## config.mk

```make
export PLATFORM = sky130hd
export DESIGN_NAME = label_overlay_reader
export DESIGN_NICKNAME = d
export VERILOG_FILES = /design/src/rtl/label_pkg.sv /design/src/rtl/label_hist.sv /design/src/rtl/label_overlay_reader.sv
export SDC_FILE = /design/constraint.sdc
export NUM_CORES = 1
export LEC_CHECK = 0
export BUFFER_PORTS_ARGS = -buffer_cell sky130_fd_sc_hd__buf_4
export CAP_MARGIN = 10
export CORE_MARGIN = 2
export CORE_UTILIZATION = 49
export DETAILED_ROUTE_END_ITERATION = 10
export PLACE_DENSITY = 0.84
export RECOVER_POWER = 25
export SKIP_CTS_REPAIR_TIMING = 1
export SYNTH_ARGS = -nofsm -noshare
export SYNTH_HDL_FRONTEND = slang
export SYNTH_HIERARCHICAL = 1
export SYNTH_SLANG_ARGS = --single-unit
export TNS_END_PERCENT = 50
```

## constraint.sdc

```tcl
create_clock -name clk -period 3.7 [get_ports clk]
set_clock_uncertainty 0.1 [all_clocks]
set_input_delay 0.37 -clock clk [delete_from_list [all_inputs] [get_ports clk]]
set_output_delay 0.37 -clock clk [all_outputs]
set_load 0.005 [all_outputs]
```

## src/rtl/label_pkg.sv

```systemverilog
// -----------------------------------------------------------------------------
// label_pkg
//
// Shared types and constants for the label overlay display path.
//   label_t       3-bit class label stored in the 320x240 label memory
//   rgb444_t      4:4:4 RGB pixel, one 4-bit field per channel
//   hist_state_t  histogram FSM states (WAIT_FRAME, ACCUM)
//   DEF_*         default geometry / width parameters
//   palette_color per-class overlay colour lookup
//   blend_pixel   50/50 blend of a camera pixel with a palette colour
//
// The histogram feature is enabled by defining LABEL_HIST_EN; the package
// itself is identical in both builds.
// -----------------------------------------------------------------------------
package label_pkg;

    localparam int DEF_IMG_W  = 320;
    localparam int DEF_IMG_H  = 240;
    localparam int DEF_ADDR_W = 17;
    localparam int DEF_CNT_W  = 17;

    localparam int LABEL_W    = 3;
    localparam int NUM_LABELS = 1 << LABEL_W;

    typedef logic [LABEL_W-1:0] label_t;

    typedef struct packed {
        logic [3:0] r;
        logic [3:0] g;
        logic [3:0] b;
    } rgb444_t;

    typedef enum logic [0:0] {
        WAIT_FRAME = 1'b0,
        ACCUM      = 1'b1
    } hist_state_t;

    // Class colours. Label 0 means "no class" and is never blended.
    function automatic rgb444_t palette_color(input label_t lbl);
        case (lbl)
            3'd1:    palette_color = rgb444_t'(12'hF00); // road
            3'd2:    palette_color = rgb444_t'(12'hFF0); // lane
            3'd3:    palette_color = rgb444_t'(12'h00F); // vehicle
            3'd4:    palette_color = rgb444_t'(12'h0F0); // person
            3'd5:    palette_color = rgb444_t'(12'hF0F); // sign
            3'd6:    palette_color = rgb444_t'(12'h0FF); // sky
            3'd7:    palette_color = rgb444_t'(12'hFFF); // other
            default: palette_color = rgb444_t'(12'h000); // unused
        endcase
    endfunction

    // Half camera + half palette per channel; each half is at most 7, so the
    // 4-bit sum can never wrap.
    function automatic rgb444_t blend_pixel(input rgb444_t cam, input rgb444_t pal);
        rgb444_t res;
        res.r = (cam.r >> 1) + (pal.r >> 1);
        res.g = (cam.g >> 1) + (pal.g >> 1);
        res.b = (cam.b >> 1) + (pal.b >> 1);
        return res;
    endfunction

endpackage : label_pkg

```

## src/rtl/label_hist.sv

```systemverilog
// -----------------------------------------------------------------------------
// label_hist
//
// Per-frame label histogram. Counts one label per 2x2 raster block (the
// "sample" pixel) and snapshots all bins on every rising edge of vsync.
// Only built when LABEL_HIST_EN is defined.
//
// Ports:
//   clk         pixel clock
//   rst_n       asynchronous active-low reset
//   vsync_i     raw frame sync; a rising edge closes the current frame
//   count_en_i  stage-2 pixel is valid and is the sample pixel of its block
//   label_i     stage-2 label (already forced to 0 for invalid pixels)
//   sel_i       bin select for cnt_o
//   cnt_o       snapshot count of bin sel_i (combinational mux)
//   valid_o     one-cycle pulse when a new snapshot has been latched
//
// The first vsync edge after reset only arms the counters: whatever frame was
// in flight when reset was released is incomplete and is discarded.
// -----------------------------------------------------------------------------
module label_hist
    import label_pkg::*;
#(
    parameter int CNT_W = DEF_CNT_W
) (
    input  logic             clk,
    input  logic             rst_n,
    input  logic             vsync_i,
    input  logic             count_en_i,
    input  label_t           label_i,
    input  label_t           sel_i,
    output logic [CNT_W-1:0] cnt_o,
    output logic             valid_o
);

    localparam logic [CNT_W-1:0] CNT_MAX = '1;

    hist_state_t      state_q, state_d;
    logic             vsync_q;
    logic             valid_q, valid_d;
    logic [CNT_W-1:0] cnt_q  [NUM_LABELS];
    logic [CNT_W-1:0] cnt_d  [NUM_LABELS];
    logic [CNT_W-1:0] snap_q [NUM_LABELS];
    logic [CNT_W-1:0] snap_d [NUM_LABELS];
    logic             vs_rise_w;

    assign vs_rise_w = vsync_i & ~vsync_q;

    // NOTE: every always_comb output is given a default before any branch, so
    // no path leaves a variable unassigned and no latch is inferred.
    always_comb begin
        state_d = state_q;
        valid_d = 1'b0;
        cnt_d   = cnt_q;
        snap_d  = snap_q;

        case (state_q)
            WAIT_FRAME: begin
                if (vs_rise_w) begin
                    for (int i = 0; i < NUM_LABELS; i++) begin
                        cnt_d[i] = '0;
                    end
                    state_d = ACCUM;
                end
            end

            ACCUM: begin
                if (vs_rise_w) begin
                    snap_d  = cnt_q;
                    valid_d = 1'b1;
                    for (int i = 0; i < NUM_LABELS; i++) begin
                        cnt_d[i] = '0;
                    end
                end
                // A sample landing on the edge cycle is the first pixel of the
                // new frame, so its bin restarts at 1 instead of 0.
                if (count_en_i) begin
                    if (vs_rise_w) begin
                        cnt_d[label_i] = CNT_W'(1);
                    end else if (cnt_q[label_i] != CNT_MAX) begin
                        cnt_d[label_i] = cnt_q[label_i] + 1'b1;
                    end
                end
            end

            default: state_d = WAIT_FRAME;
        endcase
    end

    // NOTE: state is updated only with non-blocking assignments so every flop
    // samples the pre-edge values, independent of statement order.
    // NOTE: the counter and snapshot arrays are flops, not RAM, and are reset
    // because hist_cnt must read 0 straight out of reset.
    always_ff @(posedge clk or negedge rst_n) begin
        if (!rst_n) begin
            state_q <= WAIT_FRAME;
            vsync_q <= 1'b0;
            valid_q <= 1'b0;
            for (int i = 0; i < NUM_LABELS; i++) begin
                cnt_q[i]  <= '0;
                snap_q[i] <= '0;
            end
        end else begin
            state_q <= state_d;
            vsync_q <= vsync_i;
            valid_q <= valid_d;
            cnt_q   <= cnt_d;
            snap_q  <= snap_d;
        end
    end

    assign cnt_o   = snap_q[sel_i];
    assign valid_o = valid_q;

endmodule : label_hist

```

## src/rtl/label_overlay_reader.sv

```systemverilog
// -----------------------------------------------------------------------------
// label_overlay_reader
//
// Display-side reader of the 320x240 label memory. Each 640x480 raster pixel
// is mapped to its half-resolution label address, the label is fetched with a
// registered one-cycle memory read, and a per-class palette colour is blended
// over the camera pixel.
//
// Pipeline (one pixel per clock, 3 cycles input -> output):
//   stage 1  address generation, oe/r_addr registered
//   stage 2  memory returns read_data, sideband delayed alongside
//   stage 3  blend and output registers (overlay_en sampled here)
//
// Ports:
//   clk, rst_n       pixel clock / asynchronous active-low reset
//   de_i, x_i, y_i   display enable and raster coordinates
//   vsync_i          frame sync, active-high
//   rgb_i            camera pixel, 4:4:4
//   overlay_en       1 = blend labels, 0 = pass camera pixel through
//   oe, r_addr       label memory read enable / address
//   read_data        label memory data, valid one cycle after oe
//   de_o, vsync_o    display enable / vsync delayed by 3 cycles
//   rgb_o            display pixel
//   hist_sel         histogram bin select        (LABEL_HIST_EN only)
//   hist_cnt         latched count of that bin   (LABEL_HIST_EN only)
//   hist_valid       new-snapshot pulse          (LABEL_HIST_EN only)
//
// Build option: define LABEL_HIST_EN to add the per-frame label histogram.
// -----------------------------------------------------------------------------
module label_overlay_reader
    import label_pkg::*;
#(
    parameter int IMG_W  = DEF_IMG_W,
    parameter int IMG_H  = DEF_IMG_H,
    parameter int ADDR_W = DEF_ADDR_W,
    parameter int CNT_W  = DEF_CNT_W
) (
    input  logic              clk,
    input  logic              rst_n,
    input  logic              de_i,
    input  logic [9:0]        x_i,
    input  logic [9:0]        y_i,
    input  logic              vsync_i,
    input  logic [11:0]       rgb_i,
    input  logic              overlay_en,
    output logic              oe,
    output logic [ADDR_W-1:0] r_addr,
    input  logic [2:0]        read_data,
    output logic              de_o,
    output logic              vsync_o,
    output logic [11:0]       rgb_o
`ifdef LABEL_HIST_EN
    ,
    input  logic [2:0]        hist_sel,
    output logic [CNT_W-1:0]  hist_cnt,
    output logic              hist_valid
`endif
);

    // ---------------------------------------------------------------------
    // Stage 1: address generation
    // ---------------------------------------------------------------------
    logic              pix_valid_w;
    logic [ADDR_W-1:0] ys_w;
    logic [ADDR_W-1:0] xs_w;
    logic [ADDR_W-1:0] addr_w;

    logic              oe_q,     oe_d;
    logic [ADDR_W-1:0] r_addr_q, r_addr_d;
    logic              s1_de_q;
    logic              s1_vs_q;
    rgb444_t           s1_rgb_q;
    logic              s1_valid_q;

    assign pix_valid_w = de_i && (x_i < 10'(2 * IMG_W)) && (y_i < 10'(2 * IMG_H));
    assign ys_w        = ADDR_W'(y_i[9:1]);
    assign xs_w        = ADDR_W'(x_i[9:1]);
    // ys*320 as shift-add (256 + 64); tied to the 320-wide label image.
    assign addr_w      = (ys_w << 8) + (ys_w << 6) + xs_w;

    // The address is held through blanking so the memory sees a stable bus.
    always_comb begin
        oe_d     = pix_valid_w;
        r_addr_d = r_addr_q;
        if (pix_valid_w) begin
            r_addr_d = addr_w;
        end
    end

    always_ff @(posedge clk or negedge rst_n) begin
        if (!rst_n) begin
            oe_q       <= 1'b0;
            r_addr_q   <= '0;
            s1_de_q    <= 1'b0;
            s1_vs_q    <= 1'b0;
            s1_rgb_q   <= '0;
            s1_valid_q <= 1'b0;
        end else begin
            oe_q       <= oe_d;
            r_addr_q   <= r_addr_d;
            s1_de_q    <= de_i;
            s1_vs_q    <= vsync_i;
            s1_rgb_q   <= rgb444_t'(rgb_i);
            s1_valid_q <= pix_valid_w;
        end
    end

    assign oe     = oe_q;
    assign r_addr = r_addr_q;

    // ---------------------------------------------------------------------
    // Stage 2: sideband waits for the registered memory read
    // ---------------------------------------------------------------------
    logic    s2_de_q;
    logic    s2_vs_q;
    rgb444_t s2_rgb_q;
    logic    s2_valid_q;
    label_t  label_w;

    always_ff @(posedge clk or negedge rst_n) begin
        if (!rst_n) begin
            s2_de_q    <= 1'b0;
            s2_vs_q    <= 1'b0;
            s2_rgb_q   <= '0;
            s2_valid_q <= 1'b0;
        end else begin
            s2_de_q    <= s1_de_q;
            s2_vs_q    <= s1_vs_q;
            s2_rgb_q   <= s1_rgb_q;
            s2_valid_q <= s1_valid_q;
        end
    end

    // read_data is stale for pixels that issued no read; treat them as
    // "no class" so they neither blend nor count.
    assign label_w = s2_valid_q ? label_t'(read_data) : '0;

    // ---------------------------------------------------------------------
    // Stage 3: blend and output registers
    // ---------------------------------------------------------------------
    logic    de_q;
    logic    vsync_q;
    rgb444_t rgb_q, rgb_d;

    always_comb begin
        rgb_d = s2_rgb_q;
        if (!s2_de_q) begin
            rgb_d = '0;
        end else if ((label_w != '0) && overlay_en) begin
            rgb_d = blend_pixel(s2_rgb_q, palette_color(label_w));
        end
    end

    always_ff @(posedge clk or negedge rst_n) begin
        if (!rst_n) begin
            de_q    <= 1'b0;
            vsync_q <= 1'b0;
            rgb_q   <= '0;
        end else begin
            de_q    <= s2_de_q;
            vsync_q <= s2_vs_q;
            rgb_q   <= rgb_d;
        end
    end

    assign de_o    = de_q;
    assign vsync_o = vsync_q;
    assign rgb_o   = rgb_q;

    // ---------------------------------------------------------------------
    // Optional label histogram
    // ---------------------------------------------------------------------
`ifdef LABEL_HIST_EN
    // Sample flag marks the top-left pixel of each 2x2 block so every label
    // address is counted exactly once per frame.
    logic s1_samp_q;
    logic s2_samp_q;

    always_ff @(posedge clk or negedge rst_n) begin
        if (!rst_n) begin
            s1_samp_q <= 1'b0;
            s2_samp_q <= 1'b0;
        end else begin
            s1_samp_q <= ~x_i[0] & ~y_i[0];
            s2_samp_q <= s1_samp_q;
        end
    end

    label_hist #(
        .CNT_W (CNT_W)
    ) u_hist (
        .clk        (clk),
        .rst_n      (rst_n),
        .vsync_i    (vsync_i),
        .count_en_i (s2_valid_q & s2_samp_q),
        .label_i    (label_w),
        .sel_i      (label_t'(hist_sel)),
        .cnt_o      (hist_cnt),
        .valid_o    (hist_valid)
    );
`else
    // Without the histogram the counter width has no consumer.
    logic unused_cnt_w;
    assign unused_cnt_w = (CNT_W > 0);
`endif

endmodule : label_overlay_reader

```

==> Yosys cells after proc, flatten, opt, wreduce, memory -nomap -nowiden <==
Index checks and enable logic that the tools add are counted.
{ "totals": {"regBits": 61, "inputBits": 40, "elab_cells": 42, "output_inout_bits": 32} }
{ "op_classes": {"n_eq_ne": 7, "reduce_logical": 4, "n_mux": 6, "add_sub_neg": 5, "magnitude_cmp": 2} }
{ "op_table": {"columns": ["cell", "n"], "rows": [
  ["12-bit case mux with 7 select lines", 1],
  ["12-bit 2-to-1 mux", 4],
  ["17-bit by 15-bit adder with 17-bit output", 1],
  ["17-bit by 9-bit adder with 17-bit output", 1],
  ["3-bit by 3-bit adder with 4-bit output", 3],
  ["3-bit equality test, second input constant", 4],
  ["10-bit less-than comparator, second input constant", 1],
  ["10-bit by 9-bit less-than comparator with 1-bit output, second input constant", 1],
  ["3-bit by 2-bit equality test with 1-bit output, second input constant", 2],
  ["3-bit by 1-bit equality test with 1-bit output, second input constant", 1],
  ["1-bit logical AND", 3],
  ["3-bit 2-to-1 mux", 1],
  ["3-bit nonzero test", 1]
]} }

==> Depth between registers and ports, before layout <==
Gate-level depths: netlist of the first run.
{ "logic_depth": {"ltp_word": 8, "mapped_depth": 9, "depth_no_buf": 8} }

==> Worst setup path after synthesis of the first run <==
OpenSTA, ideal clock, no wires.
{ "synth_timing": {"path_kind": "input port to flip-flop", "startpoint": "in x_i[9]", "endpoint": "reg r_addr_q[15] (netlist: r_addr[15])", "setup_ps": 95, "required_ps": 3505, "arrival_ps": 2242, "path_slack_ps": 1263, "cell_stages": 8, "n_path_buf": 0, "path_cell_list": "inv_1 > fa_1 > inv_1 > fa_1 > a211oi_1 > o211ai_1 > and3_1 > o31ai_1"} }
{ "synth_via": {"elab_chain_len": 3, "elab_cells_between_ends": 4, "cone_classes": "1 x add/sub; 1 x order compare; 2 x reduce/logical"} }
{ "synth_lines": {"columns": ["element", "line_no", "rtl"], "rows": [
  ["from (decl)", "label_overlay_reader.sv:41", "input logic [9:0] x_i,"],
  ["parallel branches: the longest is 3 deep, another holds 17-bit by 9-bit adder with 17-bit output", null, null],
  ["to (signal assigned)", "label_overlay_reader.sv:100", "r_addr_q <= r_addr_d;"],
  ["to (decl)", "label_overlay_reader.sv:69", "logic [ADDR_W-1:0] r_addr_q, r_addr_d;"]
]} }
Parallel ways; which one is timed is not known.
A chain may end at the register's enable or synchronous reset.

==> Worst setup path in the final report of the first run <==
Ends and elaborated chain as after synthesis.

==> flow_results.xml, run 1 <==
<?xml version="1.0" encoding="UTF-8"?>
<metrics>
  <group name="outcome">
    <metric name="result_of_the_run" unit="">finished clean</metric>
  </group>
  <group name="setup_path">
    <metric name="rr_worst_depth" unit="">7</metric>
    <metric name="crit_path_end_kind" unit="">register</metric>
    <metric name="reg2reg_to" unit="">rgb_o[6]$_DFF_PN0_</metric>
    <metric name="launch_point_of_the_worst_reg_to_reg_path" unit="">s2_valid_q$_DFF_PN0_</metric>
    <metric name="arrival" unit="ns">2.56</metric>
    <metric name="reg2reg_setup_slack" unit="ns">1.42</metric>
    <metric name="start_kind" unit="">primary input</metric>
    <metric name="critical_path_peak_fanout" unit="">3</metric>
    <metric name="cp-startpoint" unit="">x_i[9]</metric>
    <metric name="critical_path_class" unit="">in -&gt; reg</metric>
    <metric name="critPathCapture" unit="">r_addr[15]$_DFFE_PN0P_</metric>
    <metric name="worst_endpoint_required_time" unit="ns">3.84</metric>
  </group>
  <group name="sta">
    <metric name="unrepaired_setup_endpoints_after_global_routing" unit="">no</metric>
    <metric name="worst_slew_margin_rel" unit="%">3.617</metric>
    <metric name="setup_viol" unit="">0</metric>
    <metric name="tightest_slew" unit="ns">1.446</metric>
    <metric name="timing.hold.ws" unit="ns">0.06136</metric>
    <metric name="layout_min_cycle_time" unit="ns">2.420</metric>
    <metric name="min_period_over_period" unit="%">65.40</metric>
    <metric name="totalNegativeSetupSlack" unit="ns">0</metric>
    <metric name="fmax_achieved" unit="GHz">0.4132</metric>
    <metric name="timing_hold_violations_final" unit="">0</metric>
    <metric name="report.final.slew_viol_count" unit="">0</metric>
  </group>
  <group name="die">
    <metric name="coreArea" unit="um^2">5473</metric>
    <metric name="design.die.area" unit="um^2">6258</metric>
    <metric name="die_x" unit="um">79.11</metric>
    <metric name="placement_rows" unit="">27</metric>
    <metric name="fp.dieH" unit="um">79.11</metric>
    <metric name="boundaryPins" unit="">72</metric>
    <metric name="floorplan.initialDensity" unit="%">50.50</metric>
  </group>
  <group name="placement">
    <metric name="place.gp.congestion" unit="">0.9158</metric>
    <metric name="detailedPlacementHpwl" unit="um">4072</metric>
    <metric name="placement.io_buffers" unit="">69</metric>
    <metric name="placed_cell_area" unit="um^2">3342</metric>
  </group>
  <group name="global_route">
    <metric name="pin_count_of_the_biggest_net_entering_global_routing" unit="">62</metric>
    <metric name="first_pass_grt_wire_length" unit="um">9004</metric>
    <metric name="via_count_of_the_first_global_routing_pass" unit="">2060</metric>
    <metric name="global_route.overflow_total" unit="">0</metric>
    <metric name="global_route.usage.total" unit="%">18.97</metric>
    <metric name="initial_antenna_violation_count" unit="">0</metric>
  </group>
  <group name="pwr">
    <metric name="leakagePower" unit="nW">1.790</metric>
    <metric name="max-vdd-ir-drop" unit="mV">0.2181</metric>
    <metric name="pwr_density_cell" unit="nW/um^2">477.0</metric>
  </group>
  <group name="synthesis">
    <metric name="synth_sequential_area_ratio" unit="%">55.23</metric>
    <metric name="synth_nets" unit="">316</metric>
    <metric name="ys_ff_latch" unit="">61</metric>
    <metric name="synth_largest_area_cell" unit="">dfrtp_1</metric>
    <metric name="post_synthesis_instance_area" unit="um^2">2764</metric>
    <metric name="post_synth.cell_area_avg" unit="um^2">11.01</metric>
    <metric name="synth-edff-count" unit="">0</metric>
    <metric name="synth-async-reset-ratio" unit="%">100.0</metric>
    <metric name="synthFlopType" unit="">dfrtp_1</metric>
    <metric name="yosysTopAreaCellShare" unit="%">55.23</metric>
    <metric name="yosys.cell_types.count" unit="">43</metric>
    <metric name="yosysWarningCount" unit="">6</metric>
    <metric name="synth_top_cells_by_area" unit="">dfrtp_1 (55%), ha_1 (10%), nand2_1 (6.7%)</metric>
    <metric name="synth_cells" unit="">251</metric>
  </group>
  <group name="cells_and_area">
    <metric name="post_route_cells_drive_above_1_share" unit="%">26.44</metric>
    <metric name="most_frequent_standard_cell_in_the_layout_excluding_fill_and_tap_cells" unit="">dfrtp_1</metric>
    <metric name="stdcell_area" unit="um^2">3546</metric>
    <metric name="highest_count_cells_in_the_layout_ignoring_fill_and_taps" unit="">dfrtp_1 (61), buf_4 (54), nand2_1 (49), ha_1 (22)</metric>
    <metric name="flow.area_growth_from_synthesis" unit="%">28.29</metric>
    <metric name="fin_nets" unit="">389</metric>
    <metric name="antenna-diode-count" unit="">0</metric>
  </group>
  <group name="clock_network">
    <metric name="worstSkewPairLatency" unit="ns">0.33</metric>
    <metric name="cts-root-to-sink-buffers" unit="">2</metric>
    <metric name="tritoncts_num_sinks" unit="">61</metric>
    <metric name="cts_htree_levels" unit="">3</metric>
    <metric name="worst_setup_hold_path_clk_slew" unit="ns">0.06</metric>
    <metric name="tritoncts_clock_tree" unit="">built</metric>
    <metric name="cts_made_buffers" unit="">9</metric>
    <metric name="clock-root-buffer" unit="">clkbuf_8</metric>
  </group>
  <group name="routing">
    <metric name="drt_iter0_markers" unit="">110</metric>
    <metric name="first_pass_iters" unit="">4</metric>
    <metric name="routed-via-count" unit="">2149</metric>
    <metric name="postRouteAntennaNets" unit="">0</metric>
    <metric name="routed_wire_length_per_instance" unit="um">13.83</metric>
    <metric name="ratio_of_routed_vias_to_standard_cells" unit="">5.359</metric>
    <metric name="final_wirelength" unit="um">5547</metric>
    <metric name="remaining_drc_errors" unit="">0</metric>
  </group>
  <group name="min_path">
    <metric name="min_path_cells" unit="">1</metric>
    <metric name="hold_path.class" unit="">in -&gt; reg</metric>
  </group>
  <group name="job">
    <metric name="max-cap-violations" unit="">0</metric>
  </group>
</metrics>
## sequential cells by signal (all words and copies together), names as in the netlist
| name | cells |
|---|---|
| r_addr | 17 |
| rgb_o | 12 |
| s1_rgb_q | 12 |
| s2_rgb_q | 12 |
| de_o | 1 |
| s1_de_q | 1 |
| s1_valid_q | 1 |
| s1_vs_q | 1 |
| s2_de_q | 1 |
| s2_valid_q | 1 |
| s2_vs_q | 1 |
| vsync_o | 1 |
## through the flow
| step | power [mW] | setup slack (ns) | instances | utilization [%] |
|---|---|---|---|---|
| 2_1_floorplan | 0.9318 | 1.263 | 251 | - |
| 3_3_place_gp | 1.088 | 1.010 | 385 | 61.07 |
| 3_5_place_dp | 1.102 | 0.9653 | 385 | 61.07 |
| 4_1_cts | 1.710 | 1.309 | 401 | 64.91 |
| 5_1_grt | 1.774 | 1.203 | 401 | 64.79 |
| 6_report | 1.691 | 1.280 | 401 | 64.79 |
## worst max-delay path, cell delays in order
cell	delay, ns
buf_4	0.08
inv_1	0.05
fa_1	0.53
inv_1	0.07
fa_1	0.49
a211oi_1	0.36
o211ai_1	0.18
and3_1	0.21
o31ai_1	0.22
## synthesized netlist by cell type, types with 2 or more instances
cell type  number
o21a_1          4
nand2_1        49
clkbuf_1        4
a21oi_1        12
o221ai_1        2
nor4_1          6
ha_1           22
o31ai_1         2
xor2_1          2
nand3_1         3
o21ai_0         9
a211oi_1        4
buf_2           2
a21o_1          4
o211ai_1        3
nand2b_1        2
inv_1          10
and2_1          3
nor2_1         13
o311a_1         2
xnor2_1         6
a211o_1         3
dfrtp_1        61
fa_1            3
and3_1          2
## power by group
group          switching [mW]  leakage [nW]  internal, mW
Sequential             0.0373         0.742         0.735
Clock                   0.242         0.112         0.362
Combinational           0.153         0.936         0.162
## worst min-delay path by stage
stage / start / endpoint / slack (ns)
detailed placement: s1_rgb_q[2]$_DFF_PN0_ / s2_rgb_q[2]$_DFF_PN0_ / 0.23
CTS: rst_n / rgb_o[8]$_DFF_PN0_ / 0.02
floorplan: rst_n / de_o$_DFF_PN0_ / -0.03
global placement: s1_vs_q$_DFF_PN0_ / s2_vs_q$_DFF_PN0_ / 0.23
global route: rgb_i[5] / s1_rgb_q[5]$_DFF_PN0_ / 0.05
finish: vsync_i / s1_vs_q$_DFF_PN0_ / 0.06
## cells by family (layout without fill, tap and decap cells)
family                     Yosys count  in the layout  synth area share (%)
AOI/OAI and AO/OA                   51             51                 12.86
adders and majority gates           26             26                 12.49
and+or+nand+nor                     88             88                 14.44
buffers and inverters               17             95                 2.444
xor gates and xnor gates             8              8                 2.535
DFF                                 61             61                 55.23
## metal layers
metal  up-vias  routed length, um  track usage (%)  part of all wire [%]
met3        16                325            3.977                   5.9
li1       1027                  -                -                     -
met1      1028               2125            20.46                    38
met5         -                  0                0                     0
met4         0                102            10.00                   1.8
met2        78               2994            34.66                    54
## cell type report
cell class	instances	area, um^2
repair buffers	69	511.7
flip-flops and latches	61	1526
well taps	72	90.09
multi-input cells	173	1170
clock inverters	4	45.04
inverters	10	37.54
clock buffers	12	165.2
fillers	441	1927
Power figures use the tool's default switching activity.
==> run 2, diff against run 1 <==
==> constraint.sdc (replaced) <==
create_clock -name clk -period 2.3 [get_ports clk]
set_clock_uncertainty 0.1 [all_clocks]
set_input_delay 0.23 -clock clk [delete_from_list [all_inputs] [get_ports clk]]
set_output_delay 0.23 -clock clk [all_outputs]
set_load 0.005 [all_outputs]
==> run 2 against run 1 <==
  * Die area unchanged
  * Register-to-register slack worse by 1.3 ns
  * Sequential share of layout area decreased by 3.0 points
  * Design area increased by 7.6%
  * Non-clock buffer count increased by 27
  * Via count up 5.2%
  * Cell count increased by 6.7%
  * Worst setup slack got worse by 1.1 ns
  * Routed wire length is 3.4% higher
  * Sequential power is 60% higher
  * Critical path type is now reg -> reg
  * Largest power group unchanged
==> flow_results.xml, run 2 (synthesis gave the netlist of run 1 again) <==
<?xml version="1.0" encoding="UTF-8"?>
<metrics>
  <group name="outcome">
    <metric name="result_of_the_run" unit="">finished clean</metric>
  </group>
  <group name="sta">
    <metric name="timing_hold_violations_final" unit="">0</metric>
    <metric name="worst_slew_margin_rel" unit="%">51.35</metric>
    <metric name="setup_viol" unit="">0</metric>
    <metric name="unrepaired_setup_endpoints_after_global_routing" unit="">no</metric>
    <metric name="min_period_over_period" unit="%">93.53</metric>
    <metric name="report.final.slew_viol_count" unit="">0</metric>
    <metric name="layout_min_cycle_time" unit="ns">2.151</metric>
    <metric name="fmax_achieved" unit="GHz">0.4648</metric>
    <metric name="tightest_slew" unit="ns">0.7297</metric>
  </group>
  <group name="global_route">
    <metric name="first_pass_grt_wire_length" unit="um">9246</metric>
    <metric name="initial_antenna_violation_count" unit="">0</metric>
    <metric name="global_route.overflow_total" unit="">0</metric>
    <metric name="via_count_of_the_first_global_routing_pass" unit="">2067</metric>
    <metric name="global_route.usage.total" unit="%">19.17</metric>
    <metric name="pin_count_of_the_biggest_net_entering_global_routing" unit="">62</metric>
  </group>
  <group name="placement">
    <metric name="detailedPlacementHpwl" unit="um">4040</metric>
    <metric name="place.gp.congestion" unit="">0.9099</metric>
    <metric name="placement.io_buffers" unit="">69</metric>
  </group>
  <group name="setup_path">
    <metric name="crit_path_end_kind" unit="">register</metric>
    <metric name="start_kind" unit="">register</metric>
    <metric name="critical_path_peak_fanout" unit="">4</metric>
    <metric name="worst_endpoint_required_time" unit="ns">2.39</metric>
    <metric name="critical_path_class" unit="">reg -&gt; reg</metric>
    <metric name="arrival" unit="ns">2.24</metric>
  </group>
  <group name="die">
    <metric name="boundaryPins" unit="">72</metric>
    <metric name="floorplan.initialDensity" unit="%">50.50</metric>
    <metric name="die_x" unit="um">79.11</metric>
    <metric name="fp.dieH" unit="um">79.11</metric>
    <metric name="placement_rows" unit="">27</metric>
    <metric name="design.die.area" unit="um^2">6258</metric>
    <metric name="coreArea" unit="um^2">5473</metric>
  </group>
  <group name="cells_and_area">
    <metric name="post_route_cells_drive_above_1_share" unit="%">26.97</metric>
    <metric name="flow.area_growth_from_synthesis" unit="%">38.07</metric>
    <metric name="largest_register_ffs" unit="">17</metric>
    <metric name="highest_count_cells_in_the_layout_ignoring_fill_and_taps" unit="">dfrtp_1 (61), buf_4 (57), nand2_1 (49), ha_1 (22), clkbuf_4 (20)</metric>
    <metric name="most_frequent_standard_cell_in_the_layout_excluding_fill_and_tap_cells" unit="">dfrtp_1</metric>
    <metric name="antenna-diode-count" unit="">0</metric>
    <metric name="fin_nets" unit="">416</metric>
    <metric name="finish.utilization" unit="%">69.73</metric>
    <metric name="fill_cells" unit="">417</metric>
  </group>
  <group name="routing">
    <metric name="final_wirelength" unit="um">5737</metric>
    <metric name="ratio_of_routed_vias_to_standard_cells" unit="">5.283</metric>
    <metric name="routed-via-count" unit="">2261</metric>
    <metric name="routed_wire_length_per_instance" unit="um">13.40</metric>
    <metric name="postRouteAntennaNets" unit="">0</metric>
    <metric name="drt_iter0_markers" unit="">94</metric>
    <metric name="remaining_drc_errors" unit="">0</metric>
    <metric name="first_pass_iters" unit="">4</metric>
  </group>
  <group name="clock_network">
    <metric name="worstSkewPairLatency" unit="ns">0.32</metric>
    <metric name="cts_htree_levels" unit="">3</metric>
    <metric name="tritoncts_clock_tree" unit="">built</metric>
    <metric name="clock-root-buffer" unit="">clkbuf_8</metric>
    <metric name="cts_made_buffers" unit="">9</metric>
    <metric name="worst_setup_hold_path_clk_slew" unit="ns">0.06</metric>
    <metric name="cts-root-to-sink-buffers" unit="">2</metric>
    <metric name="tritoncts_num_sinks" unit="">61</metric>
  </group>
  <group name="job">
    <metric name="max-cap-violations" unit="">0</metric>
  </group>
  <group name="pwr">
    <metric name="max-vdd-ir-drop" unit="mV">0.4491</metric>
    <metric name="design_power_total" unit="mW">2.843</metric>
    <metric name="pwr_density_cell" unit="nW/um^2">744.9</metric>
    <metric name="leakagePower" unit="nW">1.912</metric>
  </group>
  <group name="min_path">
    <metric name="hold_path.class" unit="">in -&gt; reg</metric>
  </group>
</metrics>
-- run 2: area by class of cell --
cell class | instances | area [um^2] | share of cell area (%)
clock buffers | 12 | 155.1 | 4.066
inverters | 10 | 37.54 | 0.9836
multi-input cells | 173 | 1175 | 30.79
repair buffers | 96 | 762.0 | 19.97
flip-flops and latches | 61 | 1526 | 40.00
clock inverters | 4 | 70.07 | 1.836
well taps | 72 | 90.09 | 2.361
-- run 2: worst paths after layout --
check	start	endpoint	slack [ns]	cells after the start
setup / recovery	s2_valid_q$_DFF_PN0_	rgb_o[6]$_DFF_PN0_	0.15	7
hold / removal	x_i[3]	r_addr[2]$_DFFE_PN0P_	0.0007	3
setup reg to reg	s2_valid_q$_DFF_PN0_	rgb_o[6]$_DFF_PN0_	0.15	7
hold reg to reg	s1_rgb_q[0]$_DFF_PN0_	s2_rgb_q[0]$_DFF_PN0_	0.25	0
max in group asynchronous	rst_n	s2_rgb_q[6]$_DFF_PN0_	1.21	2
min in group asynchronous	rst_n	rgb_o[11]$_DFF_PN0_	0.41	2
-- run 2: layer usage --
metal  up-vias  global-route usage [%]  share of wire [%]  wire length, um
met4         0                   7.759                2.4              136
li1       1081                       -                  -                -
met1      1083                   23.31                 40             2289
met2        80                   32.71                 53             3037
met5         -                       0                  0                0
met3        17                   4.773                4.8              274
-- run 2: worst max-delay path, stage by stage (launching register included) --
cell and delay [ns]:
dfrtp_1 0.41, nand3b_1 0.15, o21ai_0 0.19, and2_1 0.22, ha_1 0.23, or3b_2 0.45, o221ai_1 0.20, nor4_1 0.07
-- run 2: stage by stage --
stage | area [um^2] | worst slack [ns] | hold slack, ns | cells | setup TNS (ns)
2_1_floorplan | 2764 | 0.002523 | -0.1656 | 251 | 0
3_3_place_gp | 3410 | -0.1529 | 0.2324 | 394 | -0.5917
3_5_place_dp | 3410 | -0.2222 | 0.2347 | 394 | -0.8606
4_1_cts | 3635 | 0.1468 | -0.1103 | 410 | 0
5_1_grt | 3816 | 0.04980 | 0.001286 | 428 | 0
6_report | 3816 | 0.1487 | 0.0006544 | 428 | 0
-- run 2: where the power goes --
| group | internal, mW | total [mW] | switching, mW |
|---|---|---|---|
| registers | 1.18 | 1.24 | 0.0599 |
| logic | 0.295 | 0.549 | 0.254 |
| clock network | 0.666 | 1.05 | 0.385 |
| total | 2.14 | 2.84 | 0.698 |
